[src/rtl/instr_encoder.sv]
// Instruction encoder: packs MIPS-style fields into 32-bit words, stamps byte addresses,
// and buffers them in a 2-entry FIFO. Optional JAL encoding under INSTR_ENCODER_JAL_EN.
module instr_encoder #(
  parameter logic [31:0] RESET_ADDR = 32'h0000_0000
) (
  input  logic        clk_i,
  input  logic        rst_i,
  input  logic        clear_i,
  input  logic        in_valid_i,
  output logic        in_ready_o,
  input  logic [3:0]  op_sel_i,
  input  logic [4:0]  rs_i,
  input  logic [4:0]  rt_i,
  input  logic [4:0]  rd_i,
  input  logic [4:0]  shamt_i,
  input  logic [5:0]  funct_i,
  input  logic [15:0] imm_i,
  input  logic [25:0] target_i,
  output logic        out_valid_o,
  input  logic        out_ready_i,
  output logic [31:0] out_instr_o,
  output logic [31:0] out_addr_o,
  output logic        err_o,
  output logic [1:0]  count_o
);

  typedef enum logic [1:0] {
    EMPTY = 2'd0,
    ONE   = 2'd1,
    FULL  = 2'd2
  } state_t;

  state_t      state_q;
  logic [31:0] head_instr_q, head_addr_q;
  logic [31:0] tail_instr_q, tail_addr_q;
  logic [31:0] addr_q;
  logic        err_q;
  logic        in_ready_q;

  logic [31:0] enc_word;
  logic        enc_legal;
  logic        push, push_legal, pop;
  logic        full_d;

  always_comb begin
    enc_legal = 1'b1;
    enc_word  = 32'h0;
    case (op_sel_i)
      4'd0:  enc_word = {6'd0, rs_i, rt_i, rd_i, shamt_i, funct_i};
      4'd1:  enc_word = {6'd1, rs_i, rt_i, imm_i};
      4'd2:  enc_word = {6'd4, rs_i, rt_i, imm_i};
      4'd3:  enc_word = {6'd5, rs_i, rt_i, imm_i};
      4'd4:  enc_word = {6'd6, rs_i, rt_i, imm_i};
      4'd5:  enc_word = {6'd8, rs_i, rt_i, imm_i};
      4'd6:  enc_word = {6'd9, rs_i, rt_i, imm_i};
      4'd7:  enc_word = {6'd13, rs_i, rt_i, imm_i};
      4'd8:  enc_word = {6'd15, rs_i, rt_i, imm_i};
      4'd9:  enc_word = {6'd2, target_i};
      4'd10: enc_word = {6'd35, rs_i, rt_i, imm_i};
      4'd11: enc_word = {6'd43, rs_i, rt_i, imm_i};
`ifdef INSTR_ENCODER_JAL_EN
      4'd12: enc_word = {6'd3, target_i};
`endif
      default: enc_legal = 1'b0;
    endcase
  end

  // clear_i gates the handshake so nothing is accepted during a flush
  assign in_ready_o  = in_ready_q & ~clear_i;
  assign out_valid_o = (state_q != EMPTY);
  assign push        = in_valid_i & in_ready_o;
  assign push_legal  = push & enc_legal;
  assign pop         = out_valid_o & out_ready_i;

  always_comb begin
    full_d = 1'b0;
    case (state_q)
      ONE:     full_d = push_legal & ~pop;
      FULL:    full_d = ~pop;
      default: full_d = 1'b0;
    endcase
  end

  always_ff @(posedge clk_i or negedge rst_i) begin
    if (!rst_i) begin
      state_q      <= EMPTY;
      head_instr_q <= 32'h0;
      head_addr_q  <= 32'h0;
      tail_instr_q <= 32'h0;
      tail_addr_q  <= 32'h0;
      addr_q       <= RESET_ADDR;
      err_q        <= 1'b0;
      in_ready_q   <= 1'b1;
    end else if (clear_i) begin
      state_q    <= EMPTY;
      addr_q     <= 32'h0;
      err_q      <= 1'b0;
      in_ready_q <= 1'b1;
    end else begin
      err_q      <= push & ~enc_legal;
      in_ready_q <= ~full_d;
      if (push_legal) addr_q <= addr_q + 32'd4;
      case (state_q)
        EMPTY: begin
          if (push_legal) begin
            head_instr_q <= enc_word;
            head_addr_q  <= addr_q;
            state_q      <= ONE;
          end
        end
        ONE: begin
          if (push_legal && pop) begin
            head_instr_q <= enc_word;
            head_addr_q  <= addr_q;
          end else if (push_legal) begin
            tail_instr_q <= enc_word;
            tail_addr_q  <= addr_q;
            state_q      <= FULL;
          end else if (pop) begin
            state_q <= EMPTY;
          end
        end
        FULL: begin
          if (pop) begin
            head_instr_q <= tail_instr_q;
            head_addr_q  <= tail_addr_q;
            state_q      <= ONE;
          end
        end
        default: state_q <= EMPTY;
      endcase
    end
  end

  assign out_instr_o = head_instr_q;
  assign out_addr_o  = head_addr_q;
  assign err_o       = err_q;
  assign count_o     = state_q;

endmodule

[config.mk]
export PLATFORM = sky130hd
export DESIGN_NAME = instr_encoder
export DESIGN_NICKNAME = d
export VERILOG_FILES = /design/src/rtl/instr_encoder.sv
export SDC_FILE = /design/constraint.sdc
export NUM_CORES = 1
export LEC_CHECK = 0
export ABC_AREA = 1
export BUFFER_PORTS_ARGS = -buffer_cell sky130_fd_sc_hd__clkbuf_2
export CORE_MARGIN = 5
export CORE_UTILIZATION = 35
export CTS_CLUSTER_DIAMETER = 80
export DETAILED_ROUTE_END_ITERATION = 12
export PLACE_DENSITY_LB_ADDON = 0.1
export SLEW_MARGIN = 20
export SYNTH_ARGS = -nofsm -noshare
export SYNTH_HDL_FRONTEND = slang
export SYNTH_SLANG_ARGS = --single-unit
[constraint.sdc]
create_clock -name clk_i -period 1.75 [get_ports clk_i]
set_clock_uncertainty 0.05 [all_clocks]
set_input_delay 0.2625 -clock clk_i [delete_from_list [all_inputs] [get_ports clk_i]]
set_output_delay 0.2625 -clock clk_i [all_outputs]
set_load 0.1 [all_outputs]
==> impl_metrics.tcl <==
set metrics [dict create \
    pwr_density_cell_nw_per_um2 1310 \
    multi_input_comb_area_um2 4060 \
    synth-seq-cells 156 \
    io_buffer_count 142 \
    violations "negative setup slack" \
    syn_to_final_growth_pct 36.7 \
    path_cells "inv_4 > ha_2 > o21ai_2 > nand2_1 > o21ai_2 > nor2_4 > buf_12 > nand2_1 > nand2_1" \
    setup_violations 125 \
    synth_cells 1113 \
    power_mw 14.3 \
    end_kind "flip-flop" \
    dr_total_vias 7829 \
    syn_area_um2 7990 \
    drtAntennaViolNets 0 \
    maxSlewViolCount 0 \
    cts.sink_count 156 \
    ys_warn_count 0 \
    ys_types 29 \
    required_ns 2.07 \
    fin_setup_tns_ns -10.04 \
    die_y_um 161 \
    cts_tree "done" \
    slowest_stage "dfrtp_4" \
    cts_made_buffers 17 \
    grt_start_max_net_pins 67 \
    start_util 0.354 \
    overflow 0 \
    startpoint_type "flip-flop" \
    die-area_um2 26000 \
    drc 0 \
    outcome "complete, but fails checks" \
    drt_first_pass_iters 5 \
    cts_buffer_depth 2 \
    antenna_found_initial 0 \
    tightest_slew_ns 0.578 \
    holdCritPathClass "in -> reg" \
    cp.arrival_ns 2.21 \
    dp_slack_ns -0.144 \
    power.leakage_nw 5.51 \
    fin_crit_sh 1.08 \
    wl_per_cell_um 15.9 \
    grt_pass1_wl_mm 38.0 \
    drt_iter0_markers 507 \
    htreeDepth 4 \
    worst_slack_ns -0.143 \
    io_pins 146 \
    grt_pass1_vias 7253 \
    antenna_cells 0 \
    cp_num_buf_inv 2 \
    place_congestion 0.890 \
    ys_seq_area_frac 0.489 \
    clock_latency_ns 0.43 \
    core_um2 22600 \
    ff_latch_area_um2 3910 \
    die_width_um 161 \
    period_needed_ns 1.89 \
    wl_mm 25.4 \
    path_class "reg -> reg" \
    drv_cap 0 \
    cts_root_buffer "clkbuf_16" \
    viasPerCell 4.89 \
    drive_gt1_frac 0.284 \
    rows 55 \
    fmax_mhz 528 \
    slew_headroom 0.616 \
    rsz0062_at_grt "yes" \
    critPathMaxStageDelay_ns 0.50 \
    crit_family "simple AND/OR/NAND/NOR gates" \
    hpwlAfterDp_mm 17.0 \
    worst-path-max-fanout 30 \
    nFillCells 2264 \
    postSynthAreaPerCell_um2 7.18 \
    cpMostUsedCell "nand2_1" \
    grt_usage 0.180 \
    clk_pin_slew_ns 0.07 \
    irDropWorstVdd_mv 0.786 \
    final_nets 1385 \
    hold_viol_final 0 \
]
placed cells by master, fill, tap and decap left out, drive strengths merged, types with 2 or more instances in the layout:
cell type / count
buf: 71
clkbuf: 166
o21bai: 2
nand2: 542
nor3: 4
conb: 3
nand3: 48
nand4: 33
a21oi: 18
clkinv: 8
ha: 5
dfrtp: 155
o21ai: 106
or2: 9
inv: 65
o211ai: 3
nor2: 71
worst register-to-register path: stages, from the launching register on:
cell	delay (ns)
dfrtp_4	0.50
inv_4	0.08
ha_2	0.24
o21ai_2	0.07
nand2_1	0.11
o21ai_2	0.09
nor2_4	0.28
buf_12	0.23
nand2_1	0.11
nand2_1	0.07
area by class of cell:
class                           instances  area share
Clock inverter                         13      0.0119
Timing Repair Buffer                  219       0.161
Sequential cell                       156       0.358
Clock buffer                           19      0.0415
Multi-Input combinational cell        847       0.371
Tap cell                              285      0.0326
Inverter                               62      0.0237
timing repair:
item / 4_1_cts / 5_1_grt
resized for setup: 17 / 149
hold buffers: 1 / 0
gates cloned: 0 / 13
endpoints found under the hold margin: 115 / 0
buffers inserted: 1 / 6
pin swaps: 2 / 11
setup endpoints to repair: 104 / 126
state kept, by name, indices dropped and copies added (netlist names):
name / flops
err_o: 1
count_o: 2
in_ready_q: 1
out_addr_o: 30
tail_instr_q: 31
addr_q: 30
tail_addr_q: 30
out_instr_o: 31
final timing paths:
path                                 from               to  slack, ns  cells past startpoint
max                            count_o[0]    out_addr_o[9]      -0.14                      9
min                              imm_i[4]  tail_instr_q[4]       0.08                      3
max reg2reg                    count_o[0]    out_addr_o[9]      -0.14                      9
min reg2reg                out_addr_o[20]   out_addr_o[20]       0.42                      2
max in group asynchronous           rst_i  out_instr_o[11]       0.82                      3
min in group asynchronous           rst_i   out_addr_o[19]       0.23                      2
synthesized netlist by cell type:
cell type  number  share of area
nor3_1          4         0.0025
o211ai_1        3         0.0028
nor2_4          2         0.0028
nor2_1         65          0.031
nor2_2          4         0.0031
buf_4           4         0.0038
nand2_2         1        0.00078
nand3_2         2         0.0025
or2_2           9         0.0070
a21oi_1        18          0.011
mux2i_1         1         0.0013
dfstp_2         1         0.0033
buf_6           2         0.0028
clkbuf_1       19         0.0089
nand2_1       540           0.25
nand4_1        33          0.026
xor2_1          1         0.0011
ha_1            5         0.0078
o21bai_1        2         0.0019
buf_2          19          0.012
nand3_1        46          0.029
conb_1          1        0.00047
buf_1           7         0.0033
a31oi_1         1        0.00078
inv_1          55          0.026
dfrtp_1       155           0.49
o21ai_0        96          0.060
o21ai_1        10         0.0063
inv_2           7         0.0033
through the flow:
step,hold slack (ns),utilization,cell area (µm²),cells
3_3_place_gp,0.119,0.423,9560,1548
6_report,0.0775,0.484,10900,1601
4_1_cts,0.0664,0.452,10200,1582
3_5_place_dp,0.117,0.423,9560,1548
2_1_floorplan,-0.0831,-,8130,1115
5_1_grt,0.0825,0.484,10900,1601
per-layer routing:
metal / vias to the layer above / GRT usage / share of wire / wire, µm
met5: - / 0 / 0 / 0
met4: 0 / 0.0461 / 0.012 / 298
met3: 22 / 0.0304 / 0.039 / 993
met2: 161 / 0.282 / 0.46 / 11600
met1: 3724 / 0.258 / 0.49 / 12500
li1: 3922 / - / - / -
where the power goes:
group          leakage [nW]  internal [mW]  switching, mW
Combinational          3.12           1.55           4.38
Sequential             2.10           4.27          0.361
Clock                 0.291           2.07           1.66
Total                  5.51           7.89           6.40
kinds of logic after synthesis:
group                    after synthesis  share of synthesized area
adder cells (fa/ha/maj)                5                    0.00783
buffers and inverters                113                     0.0598
XOR/XNOR                               1                    0.00110
other                                  1                   0.000469
AND/OR/NAND/NOR                      706                      0.358
AO/OA/AOI/OAI                        130                     0.0832
multiplexers                           1                    0.00125
flip-flops                           156                      0.489
(Power assumes the default switching activity.)
